<file path="config.mk">
export PLATFORM = sky130hd
export DESIGN_NAME = tlb_trans_requester
export DESIGN_NICKNAME = d
export VERILOG_FILES = /design/src/rtl/tlb_trans_requester_pkg.sv /design/src/rtl/tlb_trans_requester_fifo.sv /design/src/rtl/tlb_trans_requester.sv
export SDC_FILE = /design/constraint.sdc
export NUM_CORES = 1
export LEC_CHECK = 0
export CORE_MARGIN = 2
export CORE_UTILIZATION = 35
export CTS_CLUSTER_DIAMETER = 150
export DETAILED_ROUTE_END_ITERATION = 16
export PLACE_DENSITY = 0.65
export SYNTH_ARGS = -nofsm -noshare
export SYNTH_HDL_FRONTEND = slang
export SYNTH_SLANG_ARGS = --single-unit
</file>
<file path="constraint.sdc">
create_clock -name clk -period 2.6 [get_ports clk]
set_clock_uncertainty 0.1 [all_clocks]
set_input_delay 0.39 -clock clk [delete_from_list [all_inputs] [get_ports clk]]
set_output_delay 0.39 -clock clk [all_outputs]
set_load 0.02 [all_outputs]
</file>
<file path="src/rtl/tlb_trans_requester_pkg.sv">
`default_nettype none
// ============================================================================
// Module      : tlb_req_pkg
// Description : Shared constants, records and helpers for the TLB
//               translation requester.
// Revision    : 1.0 - initial release
// ============================================================================
package tlb_req_pkg;

    localparam int unsigned c_ADDR_W  = 8;
    localparam int unsigned c_STATE_W = 2;

    localparam logic [c_STATE_W-1:0] c_IDLE = 2'd0;
    localparam logic [c_STATE_W-1:0] c_REQ  = 2'd1;
    localparam logic [c_STATE_W-1:0] c_GAP  = 2'd2;

    // Default-width records; the top re-declares them at its own ADDR_W.
    typedef struct packed {
        logic                spec;
        logic [c_ADDR_W-1:0] vaddr;
    } job_t;

    typedef struct packed {
        logic [c_ADDR_W-1:0] paddr;
        logic [c_ADDR_W-1:0] vaddr;
        logic                hit;
        logic                spec_hit;
        logic                err;
    } resp_t;

    function automatic logic [7:0] sat_inc8(input logic [7:0] v);
        return (v == 8'hFF) ? v : v + 8'd1;
    endfunction

endpackage
`default_nettype wire

</file>
<file path="src/rtl/tlb_trans_requester_fifo.sv">
`default_nettype none
// ============================================================================
// Module      : trans_req_fifo
// Description : Synchronous job FIFO; pushes while full and pops while empty
//               are ignored.
// Revision    : 1.0 - initial release
// ============================================================================
module trans_req_fifo #(
    parameter int unsigned DEPTH  = 4,
    parameter int unsigned DATA_W = 9
) (
    input  logic              clk,
    input  logic              rst,
    input  logic              i_push,
    input  logic [DATA_W-1:0] i_data,
    input  logic              i_pop,
    output logic [DATA_W-1:0] o_data,
    output logic              o_full,
    output logic              o_empty
);

    localparam int unsigned      c_PTR_W = $clog2(DEPTH);
    localparam logic [c_PTR_W:0] c_FULL  = (c_PTR_W + 1)'(DEPTH);

    logic [DATA_W-1:0]  r_mem [DEPTH];
    logic [c_PTR_W-1:0] r_wr_ptr;
    logic [c_PTR_W-1:0] r_rd_ptr;
    logic [c_PTR_W:0]   r_count;
    logic               w_do_push;
    logic               w_do_pop;

    assign o_full    = (r_count == c_FULL);
    assign o_empty   = (r_count == '0);
    assign w_do_push = i_push && !o_full;
    assign w_do_pop  = i_pop && !o_empty;
    assign o_data    = r_mem[r_rd_ptr];

    always_ff @(posedge clk) begin
        if (w_do_push) begin
            r_mem[r_wr_ptr] <= i_data;
        end
    end

    // Power-of-two depth lets the pointers wrap naturally.
    always_ff @(posedge clk) begin
        if (rst) begin
            r_wr_ptr <= '0;
            r_rd_ptr <= '0;
            r_count  <= '0;
        end else begin
            if (w_do_push) begin
                r_wr_ptr <= r_wr_ptr + 1'b1;
            end
            if (w_do_pop) begin
                r_rd_ptr <= r_rd_ptr + 1'b1;
            end
            case ({w_do_push, w_do_pop})
                2'b10:   r_count <= r_count + 1'b1;
                2'b01:   r_count <= r_count - 1'b1;
                default: r_count <= r_count;
            endcase
        end
    end

endmodule
`default_nettype wire

</file>
<file path="src/rtl/tlb_trans_requester.sv">
`default_nettype none
// ============================================================================
// Module      : tlb_trans_requester
// Description : Queues translation jobs and issues them to the speculative
//               TLB with a hold-until-done handshake, timeout and statistics.
// Revision    : 1.0 - initial release
// ============================================================================
module tlb_trans_requester
    import tlb_req_pkg::*;
#(
    parameter int unsigned FIFO_DEPTH = 4,
    parameter int unsigned TIMEOUT    = 64,
    parameter int unsigned ADDR_W     = c_ADDR_W
) (
    input  logic              clk,
    input  logic              rst,
    input  logic              JOB_VALID,
    output logic              JOB_READY,
    input  logic              JOB_SPEC,
    input  logic [ADDR_W-1:0] JOB_VADDR,
    output logic              TRANS_RQST,
    output logic              SPEC_TLB_RQST,
    output logic [ADDR_W-1:0] VIRT_ADDR_LOOKUP,
    input  logic              DONE_TRANS,
    input  logic              TLB_HIT,
    input  logic              SPEC_HIT,
    input  logic [ADDR_W-1:0] PHY_ADDR_TRANS,
    output logic              RESP_VALID,
    output logic [ADDR_W-1:0] RESP_PADDR,
    output logic [ADDR_W-1:0] RESP_VADDR,
    output logic              RESP_HIT,
    output logic              RESP_SPEC_HIT,
    output logic              RESP_ERR,
    input  logic              STAT_CLR,
    output logic [7:0]        HIT_CNT,
    output logic [7:0]        SPEC_CNT,
    output logic [7:0]        TMO_CNT
);

    localparam int unsigned         c_WAIT_W    = $clog2(TIMEOUT);
    localparam logic [c_WAIT_W-1:0] c_WAIT_LAST = c_WAIT_W'(TIMEOUT - 1);

    typedef struct packed {
        logic              spec;
        logic [ADDR_W-1:0] vaddr;
    } job_rec_t;

    typedef struct packed {
        logic [ADDR_W-1:0] paddr;
        logic [ADDR_W-1:0] vaddr;
        logic              hit;
        logic              spec_hit;
        logic              err;
    } resp_rec_t;

    job_rec_t               w_push_job;
    job_rec_t               w_head_job;
    logic                   w_fifo_full;
    logic                   w_fifo_empty;
    logic                   w_pop;
    logic                   w_in_req;
    logic                   w_hit_evt;
    logic                   w_spec_evt;
    logic                   w_tmo_evt;

    logic [c_STATE_W-1:0]   r_state;
    logic [c_WAIT_W-1:0]    r_wait;
    job_rec_t               r_hold;
    logic                   r_trans_rqst;
    logic                   r_resp_valid;
    resp_rec_t              r_resp;
    logic [7:0]             r_hit_cnt;
    logic [7:0]             r_spec_cnt;
    logic [7:0]             r_tmo_cnt;

    assign w_push_job.spec  = JOB_SPEC;
    assign w_push_job.vaddr = JOB_VADDR;
    assign w_pop            = (r_state == c_IDLE) && !w_fifo_empty;

    trans_req_fifo #(
        .DEPTH  (FIFO_DEPTH),
        .DATA_W (ADDR_W + 1)
    ) u_fifo (
        .clk     (clk),
        .rst     (rst),
        .i_push  (JOB_VALID),
        .i_data  (w_push_job),
        .i_pop   (w_pop),
        .o_data  (w_head_job),
        .o_full  (w_fifo_full),
        .o_empty (w_fifo_empty)
    );

    // Completion beats expiry when both land in the same cycle.
    assign w_in_req   = (r_state == c_REQ);
    assign w_hit_evt  = w_in_req && DONE_TRANS && TLB_HIT;
    assign w_spec_evt = w_in_req && DONE_TRANS && SPEC_HIT;
    assign w_tmo_evt  = w_in_req && !DONE_TRANS && (r_wait == c_WAIT_LAST);

    always_ff @(posedge clk) begin
        if (rst) begin
            r_state      <= c_IDLE;
            r_wait       <= '0;
            r_hold       <= '0;
            r_trans_rqst <= 1'b0;
            r_resp_valid <= 1'b0;
            r_resp       <= '0;
        end else begin
            r_resp_valid <= 1'b0;
            case (r_state)
                c_IDLE: begin
                    if (!w_fifo_empty) begin
                        r_hold       <= w_head_job;
                        r_wait       <= '0;
                        r_trans_rqst <= 1'b1;
                        r_state      <= c_REQ;
                    end
                end
                c_REQ: begin
                    r_wait <= r_wait + 1'b1;
                    if (DONE_TRANS) begin
                        r_resp.paddr    <= PHY_ADDR_TRANS;
                        r_resp.vaddr    <= r_hold.vaddr;
                        r_resp.hit      <= TLB_HIT;
                        r_resp.spec_hit <= SPEC_HIT;
                        r_resp.err      <= 1'b0;
                        r_resp_valid    <= 1'b1;
                        r_trans_rqst    <= 1'b0;
                        r_state         <= c_GAP;
                    end else if (r_wait == c_WAIT_LAST) begin
                        r_resp.paddr    <= '0;
                        r_resp.vaddr    <= r_hold.vaddr;
                        r_resp.hit      <= 1'b0;
                        r_resp.spec_hit <= 1'b0;
                        r_resp.err      <= 1'b1;
                        r_resp_valid    <= 1'b1;
                        r_trans_rqst    <= 1'b0;
                        r_state         <= c_GAP;
                    end
                end
                c_GAP: begin
                    r_state <= c_IDLE;
                end
                default: begin
                    r_trans_rqst <= 1'b0;
                    r_state      <= c_IDLE;
                end
            endcase
        end
    end

    always_ff @(posedge clk) begin
        if (rst || STAT_CLR) begin
            r_hit_cnt  <= '0;
            r_spec_cnt <= '0;
            r_tmo_cnt  <= '0;
        end else begin
            if (w_hit_evt) begin
                r_hit_cnt <= sat_inc8(r_hit_cnt);
            end
            if (w_spec_evt) begin
                r_spec_cnt <= sat_inc8(r_spec_cnt);
            end
            if (w_tmo_evt) begin
                r_tmo_cnt <= sat_inc8(r_tmo_cnt);
            end
        end
    end

    assign JOB_READY        = !w_fifo_full;
    assign TRANS_RQST       = r_trans_rqst;
    assign SPEC_TLB_RQST    = r_trans_rqst && r_hold.spec;
    assign VIRT_ADDR_LOOKUP = r_hold.vaddr;
    assign RESP_VALID       = r_resp_valid;
    assign RESP_PADDR       = r_resp.paddr;
    assign RESP_VADDR       = r_resp.vaddr;
    assign RESP_HIT         = r_resp.hit;
    assign RESP_SPEC_HIT    = r_resp.spec_hit;
    assign RESP_ERR         = r_resp.err;
    assign HIT_CNT          = r_hit_cnt;
    assign SPEC_CNT         = r_spec_cnt;
    assign TMO_CNT          = r_tmo_cnt;

endmodule
`default_nettype wire

</file>
* After elaboration in Yosys (flattened, before gate mapping)
Memories as Yosys holds them, arrays and structs flattened. A register that Yosys moved wholly into a read port is not among the register bits. Cells that the tools add are included. W data, S select, Z words.
Cells by class: $add $sub $neg 8, equality and inequality tests 11, muxes and demuxes 17, bitwise logic cells 6, reduce and logical (&&, ||, !) cells 27
Operators with widths (count):
- $mux W19 | 2
- $add A8 B1 Y8 const B | 3
- $eq A8 B8 Y1 const B | 3
- $reduce_and A2 Y1 | 7
- $pmux W6 S2 | 1
- $logic_and A1 B1 Y1 | 9
- $mux W1 | 7
- $add A6 B1 Y6 const B | 1
- $eq A6 B6 Y1 const B | 1
- $mux W2 | 3
- $mux W6 | 1
- $not A1 Y1 | 6
- $pmux W3 S2 | 1
- $reduce_bool A2 Y1 | 3
- $add A2 B1 Y2 const B | 2
- $eq A2 B1 Y1 const B | 2
- $eq A2 B2 Y1 const B | 2
- $pmux W2 S2 | 1
- $add A3 B1 Y3 const B | 1
- $eq A3 B3 Y1 const B | 1
- $logic_not A1 Y1 | 3
- $logic_not A3 Y1 | 1
- $ne A3 B2 Y1 const B | 1
- $pmux W1 S3 | 1
- 6 further kinds | 6
Word-level totals: input port bits 24, register bits after elaboration 60, memories kept 1, RAM bits 36
Memory list:
- u_fifo.r_mem | words 4, width 9, read ports 1, clocked after Yosys merged registers in 1, write ports 1, RTL line tlb_trans_requester_fifo.sv:25 | logic [DATA_W-1:0] r_mem [DEPTH];

* Logic depth before layout (Yosys ltp)
Gate-level depths: netlist of run 1.
depth in word-level cells 6, depth in mapped cells 9

* Hierarchy
Synthesis of run 1 repeated with hierarchy kept, for this count alone.
Second synthesis, totals: cell total of the unflattened synthesis 399, area, all modules 4445.5 sq um
Modules (own cells, without submodules):
- tlb_trans_requester | area an instance 2667.6 sq um, cells each 298, times used 1
- trans_req_fifo | area an instance 1778.0 sq um, cells each 101, times used 1

* Least setup slack after synthesis of run 1
No wires, ideal clock.
path kind register to register, from register u_fifo.r_count[0], to register u_fifo.r_count[2], path buffers 1, setup slack 0.191 ns, arrival time 2.239 ns, clock period less this slack 2.409 ns, cell stages (with the launch flop) 10, cells stage by stage dfxtp_1 > or3_1 > nand2_1 > inv_1 > clkbuf_1 > ha_1 > fa_1 > xnor2_1 > or3_1 > a21oi_1
On the way: word-level cells in the longest chain between the ends 6, elaborated cells between the ends (all ways) 13, those cells by class add/sub: 2; eq/ne: 3; mux: 1; reduce/logical: 7
RTL lines:
- start: declaration | RTL line tlb_trans_requester_fifo.sv:28 | logic [c_PTR_W:0] r_count;
- start signal: assignment | RTL line tlb_trans_requester_fifo.sv:58 | 2'b10: r_count <= r_count + 1'b1;
- start signal: assignment | RTL line tlb_trans_requester_fifo.sv:59 | 2'b01: r_count <= r_count - 1'b1;
- start signal: assignment | RTL line tlb_trans_requester_fifo.sv:60 | default: r_count <= r_count;
- $logic_not A3 Y1 * | RTL line tlb_trans_requester_fifo.sv:33 | assign o_empty = (r_count == '0);
- $logic_not A1 Y1 * | RTL line tlb_trans_requester.sv:78 | assign w_pop = (r_state == c_IDLE) && !w_fifo_empty;
- $logic_and A1 B1 Y1 * | RTL line tlb_trans_requester.sv:78
- via u_fifo.i_pop | RTL line tlb_trans_requester_fifo.sv:16 | input logic i_pop,
- $logic_and A1 B1 Y1 * | RTL line tlb_trans_requester_fifo.sv:35 | assign w_do_pop = i_pop && !o_empty;
- $eq A2 B1 Y1 / $eq A2 B2 Y1 (equally long branches) | RTL line tlb_trans_requester_fifo.sv:57 | case ({w_do_push, w_do_pop})
- $pmux W3 S2 / $reduce_bool A2 Y1 (equally long branches)
Mark *: on every way through the listed nets, which the timed path passes. The rest lies on a longest branch. A chain may end at the register's enable or synchronous reset.

* Worst setup path in the final report of run 1
from register u_fifo.r_count[0], to register u_fifo.r_count[2]
On the way: word-level cells in the longest chain between the ends 6, elaborated cells between the ends (all ways) 13, those cells by class add/sub: 2; eq/ne: 3; mux: 1; reduce/logical: 7
RTL lines (RTL line):
- $logic_not A3 Y1 | tlb_trans_requester_fifo.sv:33
- $logic_not A1 Y1 | tlb_trans_requester_fifo.sv:35, tlb_trans_requester.sv:78
- $logic_and A1 B1 Y1 | tlb_trans_requester.sv:78
- $logic_and A1 B1 Y1 | tlb_trans_requester_fifo.sv:35
- $eq A2 B1 Y1 / $eq A2 B2 Y1 (equally long branches) | tlb_trans_requester_fifo.sv:57
- $pmux W3 S2 / $reduce_bool A2 Y1 (equally long branches)
Parallel ways exist; a longest one is shown, timed or not.

==> results.txt, run 1 <==
----------------------------------------------------
[CTS]
  Setup fix buffers added after clock tree synthesis ... 0
  Clock latency reported for the late side of the worst-skew pair ... about 0.34 ns
  Level count of the clock H-tree ... 3
  Clock tree from TritonCTS ... built
  Clk sink count ... approximately 110
  Clock buffers created by TritonCTS ... 9
  Maximum number of buffers from clock root to sink ... 2
  Gates resized, CTS repair ... 0
  Root Buffer Master ... sky130_fd_sc_hd__clkbuf_16
  Hold buffer count at cts ... 0
  Clock transition at path regs ... 0.08 ns

[Critical path]
  Data arrival, critical path ... 2.50 ns
  Depth of the worst register-to-register path ... 8
  Launch point of the critical path ... u_fifo.r_count[0]
  Critical Path Start Type ... register
  Required time of the critical path ... 2.78 ns
  Biggest fanout along the worst timing path ... 6
  R2r startpoint ... u_fifo.r_count[0]
  Type of the worst setup path ... reg -> reg
  Endpoint type of the worst setup path ... register

[Logic synthesis]
  Top_reg_cell synth ... sky130_fd_sc_hd__dfxtp_1
  Flip-flop and latch count after synthesis ... around 110
  Synthesized area per cell ... roughly 11 um^2
  Mapped Area ... ~0.0043 mm^2
  Post-Syn Instances ... 380
  Total nets after synthesis ... 414
  Number of enable flip-flop cells after synthesis ... 36
  Share of synthesized area occupied by flip-flops and latches ... a little under 60%
  Async set-reset flop share out of synthesis ... 0%
  Number of distinct library cell variants in the gate-level netlist after synthesis ... 45
  Ys Warns ... 0

[Drt]
  Detailed-route via count ... just over 3000
  Routed wire length ... 8880 um
  Average vias per placed instance ... 5.06
  Wire length per cell ... 14.7 um
  Detailed-routing iteration count for the pre-antenna-repair pass ... 4
  Post-DRT Antenna Nets ... 0
  DRC Markers ... 0
  Number of DRC markers in iteration 0 ... 200

[Worst hold path]
  Hold depth ... 3
  HP Class ... in -> reg
  Min-Delay Startpoint ... rst

[Cells and area]
  Fraction of layout cells with a size suffix above 1 ... between 8 and 9%
  Final Cell Area ... approximately 0.0055 mm^2
  Fin cells ... around 600
  Growth of design area from synthesis to finish ... 27.9%
  Number of nets in the layout ... about 500
  Antenna Cells ... 0

[Power]
  Proportion of power drawn by combinational gates ... 26.4%
  Psw ... 1.54 mW
  Leak ... between 1.5 and 2 nW
  Power density relative to cell area ... between 800 and 900 mW/mm^2
  Largest voltage drop on the vdd net ... roughly 0.00049 V
  Sequential Power Share ... 44.6%
  Clock Power Share ... approximately 29%
  Design internal power ... around 3.2 mW
  Switching part of the total ... between 30% and 40%
  Overall power ... 4.73 mW

[GRT]
  Layer with the highest usage after global routing ... met2
  M2 GR Usage ... around 23%
  All-layer global routing usage ... between 10% and 20%
  Maximum number of pins on one net before global-route repair ... 47
  First-pass GRT wire length ... around 14000 um
  Via count of the first global-routing pass ... around 2900
  Met3 layer usage reported by global route ... under 10%
  Met1 routing resource usage after global routing ... between 10% and 20%
  Sum of overflow across all layers after global routing ... 0
  Initial antenna violation count ... 0

[Die]
  Initial Utilization ... 35.7%
  Core Area ... approximately 0.012 mm^2
  Standard-cell rows ... 40
  Die X-Extent ... approximately 110 um
  Y dimension of the die ... roughly 110 um
  # IOs ... 79
  Area of the die ... approximately 0.013 mm^2

[Run status]
  Result of the run ... finished clean

[Placement]
  Post-place instance area ... slightly above 0.005 mm^2
  Number of I/O port buffers ... between 70 and 80
  Placed insts ... approximately 600
  Final GP Congestion ... roughly 0.8
  Worst Setup Slack post-DPL ... slightly below 0.06 ns
  Post-detailed-placement half-perimeter wirelength ... between 6000 and 7000 um

[Timing]
  Maximum frequency from static timing analysis ... between 400 and 500 MHz
  Slack of the critical path ... 0.283 ns
  Period utilization ... around nine tenths
  Slew Limit Fails ... 0
  Final critical delay including setup and external delays ... 2.32 ns
  Count of final hold-check violations ... 0
  Final number of setup-violating endpoints ... 0
  RSZ-0062 raised after global routing ... no
  Final sum of negative setup slack ... 0 ns
  Worst-Margin Slew ... around 0.71 ns
  Worst slew margin relative to its limit ... a little over half

[Job]
  Number of max-cap violations ... 0

----------------------------------------------------
[synthesized netlist by cell type, types with 9 or more instances]
master / number / share of area (%)
sky130_fd_sc_hd__ha_1: 9 / 2.6
sky130_fd_sc_hd__nand3_1: 9 / 1.1
sky130_fd_sc_hd__nand2_1: 37 / 3.2
sky130_fd_sc_hd__dfxtp_1: 69 / 32
sky130_fd_sc_hd__and3_1: 10 / 1.5
sky130_fd_sc_hd__nor2_1: 43 / 3.8
sky130_fd_sc_hd__a21oi_1: 31 / 3.6
sky130_fd_sc_hd__edfxtp_1: 36 / 25
sky130_fd_sc_hd__clkbuf_1: 9 / 0.79
sky130_fd_sc_hd__mux4_2: 9 / 4.7
sky130_fd_sc_hd__o21ai_0: 9 / 1.1
sky130_fd_sc_hd__mux2i_1: 11 / 2.6
sky130_fd_sc_hd__xor2_1: 12 / 2.5
[critical path: stages, from the launching register on]
cell and delay [ns]:
sky130_fd_sc_hd__dfxtp_1 0.42, sky130_fd_sc_hd__or3b_1 0.25, sky130_fd_sc_hd__and2_1 0.21, sky130_fd_sc_hd__inv_1 0.08, sky130_fd_sc_hd__ha_1 0.24, sky130_fd_sc_hd__fa_1 0.39, sky130_fd_sc_hd__xnor2_1 0.14, sky130_fd_sc_hd__or3_1 0.30
sky130_fd_sc_hd__a21oi_1 0.13
[cell families after synthesis]
logic type,count (synthesis),synth area share [%]
compound gates,69,10.4
simple gates,131,14.9
xor+xnor,16,3.28
fa+ha+maj,10,3.10
flops,105,57.6
mux,20,7.32
buf+inv,29,3.37
[sequential cells by signal, indices dropped and copies added (netlist names), 2 cells and up]
register,cells
VIRT_ADDR_LOOKUP,8
RESP_PADDR,8
SPEC_CNT,8
u_fifo.r_mem,36
u_fifo.r_rd_ptr,2
HIT_CNT,8
r_state,2
TMO_CNT,8
RESP_VADDR,8
u_fifo.r_count,3
r_wait,6
u_fifo.r_wr_ptr,2
[worst paths after layout]
| path | to | slack, ns |
|---|---|---|
| max reg2reg | u_fifo.r_count[2] | 0.28 |
| max | u_fifo.r_count[2] | 0.28 |
| min reg2reg | r_hold[8] | 0.37 |
| min | TMO_CNT[4] | 0.25 |
[final cells by class]
type | instances | area [um^2]
fillers | 1114 | 6500
clock buffers | 9 | 225
well taps | 147 | 184
multi-input cells | 246 | 1670
flip-flops and latches | 105 | 2460
clock inverters | 7 | 82.6
inverters | 7 | 26.3
repair buffers | 83 | 813
[metrics by stage]
| stage | utilization, % | hold WS [ns] |
|---|---|---|
| after CTS | 45.7 | 0.237 |
| after global placement | 43.1 | 0.358 |
| after floorplan | - | 0.332 |
| final | 45.7 | 0.249 |
| after detailed placement | 43.1 | 0.362 |
| after global routing | 45.7 | 0.260 |
[cells in the final DEF, fill, tap and decap left out, types with 10 or more instances in the layout]
cell type	n
sky130_fd_sc_hd__a21oi_1	30
sky130_fd_sc_hd__and3_1	10
sky130_fd_sc_hd__clkdlybuf4s50_1	77
sky130_fd_sc_hd__dfxtp_1	69
sky130_fd_sc_hd__edfxtp_1	36
sky130_fd_sc_hd__mux2i_1	11
sky130_fd_sc_hd__nand2_1	37
sky130_fd_sc_hd__nor2_1	43
sky130_fd_sc_hd__xor2_1	12
[power by group through the flow]
| stage | clock, mW | combinational, mW | sequential, mW |
|---|---|---|---|
| floorplan | 0 | 0.895 | 2.09 |
| global placement | 0 | 1.23 | 2.14 |
| detailed placement | 0 | 1.26 | 2.15 |
| CTS | 1.40 | 1.26 | 2.12 |
| global route | 1.47 | 1.37 | 2.15 |
| finish | 1.37 | 1.25 | 2.11 |
[per-layer routing]
metal	wire, um	part of all wire, %	vias to the layer above
li1	-	-	1515
met1	3920	44	1473
met2	4430	50	62
met5	0	0	-
met4	89	1.0	0
met3	433	4.9	6
(Power assumes the default switching activity.)
==> run 2, diff against run 1 <==
--- a/config.mk
+++ b/config.mk
@@ -11,3 +11,2 @@
 export DETAILED_ROUTE_END_ITERATION = 16
-export PLACE_DENSITY = 0.65
 export SYNTH_ARGS = -nofsm -noshare
--- a/constraint.sdc
+++ b/constraint.sdc
@@ -4,2 +4,2 @@
 set_output_delay 0.39 -clock clk [all_outputs]
-set_load 0.02 [all_outputs]
+set_load 0.1 [all_outputs]
==> results.txt, run 2 (synthesized netlist as in run 1, its figures left out) <==
----------------------------------------------------
[Drt]
  Number of DRC markers in iteration 0 ... 190 (-5.0%)
  Post-DRT Antenna Nets ... 0 (unchanged)
  Routed wire length ... 8720 um (-1.7%)
  DRC Markers ... 0 (unchanged)
  Highest routed metal layer ... met4
  Detailed-routing iteration count for the pre-antenna-repair pass ... 4 (unchanged)
  Met1 routed wirelength after detailed routing ... 3840 um (-2.1%)
  Detailed-route via count ... 3069 (+0.43%)
  Length of routed met2 wiring ... 4370 um (-1.5%)
  Average vias per placed instance ... 5.07 (+0.26%)
  Met3 wirelength from detailed routing ... 419 um (-3.2%)
  Wire length per cell ... 14.4 um (-1.9%)

[CTS]
  Maximum number of buffers from clock root to sink ... 2 (unchanged)
  Clock transition at path regs ... 0.07 ns (about the same)
  Root Buffer Master ... sky130_fd_sc_hd__clkbuf_16
  Level count of the clock H-tree ... 3 (unchanged)
  Clock latency reported for the late side of the worst-skew pair ... 0.35 ns (about the same)
  Clock tree from TritonCTS ... built
  Clock buffers created by TritonCTS ... 9 (unchanged)
  Hold buffer count at cts ... 0 (unchanged)
  Clk sink count ... 105 (unchanged)
  Setup fix buffers added after clock tree synthesis ... 0 (unchanged)
  Gates resized, CTS repair ... 0 (unchanged)

[Critical path]
  Critical Path Start Type ... register
  Cell seen most often among critical-path stages ... sky130_fd_sc_hd__or3_1
  Launch point of the critical path ... u_fifo.r_count[0]
  Cell count along the critical path ... 8 (unchanged)
  Data arrival, critical path ... 2.50 ns (about the same)
  Endpoint type of the worst setup path ... register
  Type of the worst setup path ... reg -> reg
  R2r startpoint ... u_fifo.r_count[0]
  Required time of the critical path ... 2.78 ns (about the same)
  Top delay family on crit path ... simple AND/OR/NAND/NOR gates
  Worst setup path end ... u_fifo.r_count[2]
  Register-to-register path setup slack ... 0.28 ns (about the same)
  Crit Reg-Reg Endpoint ... u_fifo.r_count[2]
  Crit-path max cell delay ... 0.42 ns (about the same)
  Buffers and inverters on the worst path ... 1 (unchanged)
  Critical path, cell by cell ... or3_1 -> nand2_1 -> inv_1 -> ha_1 -> fa_1 -> xnor2_1 -> or3_1 -> a21oi_1
  Cell with the biggest individual delay on the critical path ... sky130_fd_sc_hd__or3_1
  Depth of the worst register-to-register path ... 8 (unchanged)
  Biggest fanout along the worst timing path ... 4 (-2)

[Die]
  Core Area ... 0.0120 mm^2 (unchanged)
  Y dimension of the die ... 115 um (unchanged)
  Area of the die ... 0.0131 mm^2 (unchanged)
  Initial Utilization ... 35.7% (unchanged)
  Standard-cell rows ... 40 (unchanged)
  Die X-Extent ... 115 um (unchanged)
  # IOs ... 79 (unchanged)

[Timing]
  RSZ-0062 raised after global routing ... no
  Final critical delay including setup and external delays ... 2.32 ns (+0.00445 ns)
  Count of final hold-check violations ... 0 (unchanged)
  Period utilization ... 89.3% (+0.17 points)
  Worst slew margin relative to its limit ... 57.9% (+5.3 points)
  Worst-Margin Slew ... 0.631 ns (-0.0798 ns)
  Final number of setup-violating endpoints ... 0 (unchanged)
  Slew Limit Fails ... 0 (unchanged)
  Final sum of negative setup slack ... 0 ns (unchanged)
  Maximum frequency from static timing analysis ... 431 MHz (-0.19%)

[Cells and area]
  Growth of design area from synthesis to finish ... 26.2%
  Fraction of layout cells with a size suffix above 1 ... 21.0% (+12 points)
  Most frequent standard cell in the layout excluding fill and tap cells ... sky130_fd_sc_hd__dfxtp_1
  Commonest cells after routing, fill and taps aside ... 69 x sky130_fd_sc_hd__dfxtp_1, 60 x sky130_fd_sc_hd__buf_4, 43 x sky130_fd_sc_hd__nor2_1
  Register ranked first by flip-flop count ... u_fifo.r_mem
  Antenna Cells ... 0 (unchanged)
  Max reg flops ... 36 (unchanged)
  Fin cells ... 605 (+0.17%)
  Number of nets in the layout ... 487 (+0.21%)

[Power]
  Switching part of the total ... 37.2% (+4.6 points)
  Largest voltage drop on the vdd net ... 0.000718 V (+48%)
  Design internal power ... 3.43 mW (+7.7%)
  Power density relative to cell area ... 1010 mW/mm^2 (+17%)
  Leak ... 2.09 nW (+7.3%)
  Clock Power Share ... 28.7% (-0.2 points)
  Sequential Power Share ... 38.4% (-6.2 points)
  Proportion of power drawn by combinational gates ... 32.9% (+6.5 points)
  Psw ... 2.03 mW (+32%)

[Run status]
  Result of the run ... finished clean

[GRT]
  Initial antenna violation count ... 0 (unchanged)
  First-pass GRT wire length ... 14200 um (+2.1%)
  Sum of overflow across all layers after global routing ... 0 (unchanged)
  All-layer global routing usage ... 13.9% (+0.24 points)
  Via count of the first global-routing pass ... 2903 (+1.8%)
  Maximum number of pins on one net before global-route repair ... 44 (-6.4%)

[Placement]
  Post-detailed-placement half-perimeter wirelength ... 6030 um (-3.2%)
  Placed insts ... 589 (+0.17%)
  Number of I/O port buffers ... 78 (unchanged)
  Final GP Congestion ... 0.723 (-8.0%)

[Worst hold path]
  HP Class ... in -> reg
  Hold depth ... 2 (-1)

[Job]
  Number of max-cap violations ... 0 (unchanged)

----------------------------------------------------
-- run 2: cell count changes in the layout (fill, tap and decap cells not counted) --
cell	before	now
sky130_fd_sc_hd__inv_6	0	1
sky130_fd_sc_hd__inv_8	3	0
sky130_fd_sc_hd__buf_12	0	1
sky130_fd_sc_hd__or3b_2	0	1
sky130_fd_sc_hd__clkinvlp_4	1	0
sky130_fd_sc_hd__bufinv_16	0	3
sky130_fd_sc_hd__clkdlybuf4s50_1	77	22
sky130_fd_sc_hd__or3b_1	1	0
sky130_fd_sc_hd__clkinv_1	0	1
sky130_fd_sc_hd__buf_4	5	60
sky130_fd_sc_hd__clkinv_8	2	1
-- run 2: worst register-to-register path, stage by stage (launching register included) --
cell and delay, ns:
sky130_fd_sc_hd__dfxtp_1 0.36, sky130_fd_sc_hd__or3_1 0.42, sky130_fd_sc_hd__nand2_1 0.11, sky130_fd_sc_hd__inv_1 0.06, sky130_fd_sc_hd__ha_1 0.22, sky130_fd_sc_hd__fa_1 0.39, sky130_fd_sc_hd__xnor2_1 0.14, sky130_fd_sc_hd__or3_1 0.30
sky130_fd_sc_hd__a21oi_1 0.15
-- run 2: cell type report --
class                           count  area (um^2)
Sequential cell                   105         2460
Inverter                            7         26.3
Tap cell                          147          184
Timing Repair Buffer               84          696
Clock buffer                        9          225
Fill cell                        1113         6570
Clock inverter                      7          128
Multi-Input combinational cell    246         1670
-- run 2: power by group through the flow --
| stage | registers [mW] | logic (mW) | clock network, mW |
|---|---|---|---|
| CTS | 2.11 | 1.82 | 1.61 |
| finish | 2.10 | 1.80 | 1.57 |
| floorplan | 2.33 | 1.23 | 0 |
| global placement | 2.14 | 1.79 | 0 |
| detailed placement | 2.15 | 1.81 | 0 |
| global route | 2.15 | 1.95 | 1.68 |
-- run 2: worst min path at each step --
stage                          from            end  slack [ns]
after global placement    r_hold[8]      r_hold[8]        0.34
after global routing            rst       RESP_HIT        0.19
after floorplan           r_hold[8]      r_hold[8]        0.33
after CTS                       rst  RESP_SPEC_HIT        0.16
after detailed placement  r_hold[8]      r_hold[8]        0.35
final                           rst       RESP_HIT        0.18
-- run 2: per-stage QoR --
step / power (mW) / setup slack [ns] / utilization (%) / hold slack, ns / cell area (um^2)
2_1_floorplan: 3.56 / 0.0576 / - / 0.332 / 4270
3_3_place_gp: 3.93 / 0.118 / 42.1 / 0.345 / 5040
3_5_place_dp: 3.96 / 0.0401 / 42.1 / 0.348 / 5040
4_1_cts: 5.54 / 0.284 / 45.1 / 0.164 / 5390
5_1_grt: 5.77 / 0.122 / 45.1 / 0.191 / 5390
6_report: 5.47 / 0.278 / 45.1 / 0.181 / 5390
-- run 2: metal layers --
metal | track usage, % | up-vias
li1 | - | 1518
met1 | 17.2 | 1477
met2 | 23.7 | 65
met3 | 4.13 | 9
met4 | 3.90 | 0
met5 | 0 | -
==> run 3, diff against run 2 <==
clock period = 2.3 ns   (was 2.6 ns; I/O delays follow)
==> results.txt, run 3 (synthesized netlist as in run 1, its figures left out) <==
----------------------------------------------------
[Cells and area]
  Final Cell Area ... 0.00543 mm^2 (+0.63%)
  Fraction of layout cells with a size suffix above 1 ... 24.9% (+3.9 points)
  Antenna Cells ... 0 (unchanged)
  Most frequent standard cell in the layout excluding fill and tap cells ... sky130_fd_sc_hd__buf_4
  Layout Utilization ... 45.4% (+0.28 points)
  Register ranked first by flip-flop count ... u_fifo.r_mem
  Max reg flops ... 36 (unchanged)
  Commonest cells after routing, fill and taps aside ... 64 x sky130_fd_sc_hd__buf_4, 61 x sky130_fd_sc_hd__dfxtp_1, 43 x sky130_fd_sc_hd__nor2_1
  Growth of design area from synthesis to finish ... 27.0%
  Number of nets in the layout ... 491 (+0.82%)

[Power]
  Sequential Power Share ... 37.9% (-0.5 points)
  Design internal power ... 3.83 mW (+12%)
  Overall power ... 6.16 mW (+13%)
  Largest voltage drop on the vdd net ... 0.000580 V (-19%)
  Switching part of the total ... 37.8% (+0.64 points)
  Leak ... 2.10 nW (+0.40%)
  Clock Power Share ... 27.3% (-1.4 points)
  Psw ... 2.33 mW (+15%)
  Proportion of power drawn by combinational gates ... 34.8% (+1.9 points)
  Power density relative to cell area ... 1140 mW/mm^2 (+12%)

[Critical path]
  Type of the worst setup path ... reg -> reg
  Critical Path Start Type ... register
  Crit Reg-Reg Endpoint ... u_fifo.r_count[2]
  Data arrival, critical path ... 2.34 ns (-0.16 ns)
  R2r startpoint ... u_fifo.r_count[0]
  Biggest fanout along the worst timing path ... 4 (unchanged)
  Required time of the critical path ... 2.48 ns (-0.30 ns)
  Endpoint type of the worst setup path ... register
  Launch point of the critical path ... u_fifo.r_count[0]
  Register-to-register path setup slack ... 0.14 ns (-0.14 ns)
  Depth of the worst register-to-register path ... 8 (unchanged)

[Drt]
  Routed wire length ... 8850 um (+1.4%)
  Detailed-routing iteration count for the pre-antenna-repair pass ... 4 (unchanged)
  Detailed-route via count ... 3066 (-0.098%)
  Average vias per placed instance ... 5.03 (-0.75%)
  DRC Markers ... 0 (unchanged)
  Wire length per cell ... 14.5 um (+0.73%)
  Post-DRT Antenna Nets ... 0 (unchanged)
  Number of DRC markers in iteration 0 ... 223 (+17%)

[Placement]
  Number of I/O port buffers ... 78 (unchanged)
  Post-place instance area ... 0.00509 mm^2 (+1.0%)
  Post-detailed-placement half-perimeter wirelength ... 6200 um (+2.9%)
  Worst Setup Slack post-DPL ... -0.0751 ns (-0.115 ns)
  Final GP Congestion ... 0.742 (+2.6%)

[CTS]
  Maximum number of buffers from clock root to sink ... 2 (unchanged)
  Clock latency reported for the late side of the worst-skew pair ... 0.35 ns (about the same)
  Clock buffers created by TritonCTS ... 9 (unchanged)
  Clk sink count ... 105 (unchanged)
  Setup fix buffers added after clock tree synthesis ... 0 (unchanged)
  Gates resized, CTS repair ... 0 (unchanged)
  Root Buffer Master ... sky130_fd_sc_hd__clkbuf_16
  Hold buffer count at cts ... 0 (unchanged)
  Clock tree from TritonCTS ... built
  Clock transition at path regs ... 0.07 ns (about the same)
  Level count of the clock H-tree ... 3 (unchanged)

[Timing]
  Final number of setup-violating endpoints ... 0 (unchanged)
  RSZ-0062 raised after global routing ... no
  Slew Limit Fails ... 0 (unchanged)
  Period utilization ... 93.9% (+4.6 points)
  Final critical delay including setup and external delays ... 2.16 ns (-0.162 ns)
  Maximum frequency from static timing analysis ... 463 MHz (+7.5%)
  Slack of the critical path ... 0.141 ns (-0.138 ns)
  Worst slew margin relative to its limit ... 65.4% (+7.5 points)
  Worst-Margin Slew ... 0.514 ns (-0.117 ns)
  Count of final hold-check violations ... 0 (unchanged)

[GRT]
  Via count of the first global-routing pass ... 2920 (+0.59%)
  All-layer global routing usage ... 14.3% (+0.34 points)
  First-pass GRT wire length ... 14500 um (+1.9%)
  Maximum number of pins on one net before global-route repair ... 31 (-30%)
  Sum of overflow across all layers after global routing ... 0 (unchanged)
  Initial antenna violation count ... 0 (unchanged)

[Die]
  Initial Utilization ... 35.7% (unchanged)
  Core Area ... 0.0120 mm^2 (unchanged)
  # IOs ... 79 (unchanged)
  Area of the die ... 0.0131 mm^2 (unchanged)
  Standard-cell rows ... 40 (unchanged)
  Y dimension of the die ... 115 um (unchanged)
  Die X-Extent ... 115 um (unchanged)

[Worst hold path]
  HP Class ... in -> reg
  Hold depth ... 2 (unchanged)
  Endpoint of the worst hold-timing path ... RESP_PADDR[3]
  Min-Delay Startpoint ... rst

[Job]
  Number of max-cap violations ... 0 (unchanged)

[Run status]
  Result of the run ... finished clean

----------------------------------------------------
-- run 3: cell types whose count changed in the layout (fill, tap and decap cells not counted), sizes merged --
| cell | change |
|---|---|
| buf | +4 |
| bufinv | -1 |
| clkbuf | +1 |
| clkinv | -3 |
| clkinvlp | +1 |
| inv | +2 |
-- run 3: per-layer routing --
layer	vias up	global-route usage [%]	wire [um]
met5	-	0	0
li1	1521	-	-
met2	77	22.6	4310
met3	9	2.70	378
met1	1459	18.8	4020
met4	0	6.83	136
-- run 3: how the worst max path moves through the flow --
stage,endpoint,cells past startpoint
detailed placement,u_fifo.r_count[2],8
floorplan,u_fifo.r_count[2],8
global placement,u_fifo.r_count[2],8
finish,u_fifo.r_count[2],8
CTS,u_fifo.r_count[2],8
global route,u_fifo.r_count[2],8
-- run 3: power by group through the flow --
stage	combinational, mW	clock, mW	sequential [mW]
CTS	2.16	1.74	2.34
global placement	2.12	0	2.37
global route	2.32	1.81	2.37
detailed placement	2.15	0	2.38
floorplan	1.45	0	2.64
finish	2.14	1.68	2.34
-- run 3: worst max-delay path, stage by stage, from the launching register on --
cell and delay, ns:
sky130_fd_sc_hd__dfxtp_2 0.35, sky130_fd_sc_hd__or3_4 0.38, sky130_fd_sc_hd__nand2_2 0.09, sky130_fd_sc_hd__inv_2 0.04, sky130_fd_sc_hd__ha_2 0.18, sky130_fd_sc_hd__fa_2 0.34
sky130_fd_sc_hd__xnor2_1 0.14, sky130_fd_sc_hd__or3_1 0.33, sky130_fd_sc_hd__a21oi_2 0.14
-- run 3: per-stage QoR --
stage / TNS [ns] / hold slack (ns) / std cells
floorplan: -0.000314 / 0.332 / 380
global placement: 0 / 0.340 / 593
detailed placement: -0.0751 / 0.343 / 593
CTS: 0 / 0.278 / 609
global route: 0 / 0.291 / 609
finish: 0 / 0.281 / 609
-- run 3: final cells by class --
class / count / area, um^2
inverters: 7 / 26.3
multi-input cells: 246 / 1690
repair buffers: 88 / 726
clock inverters: 6 / 96.3
well taps: 147 / 184
flip-flops and latches: 105 / 2470
clock buffers: 10 / 229
fillers: 1137 / 6540
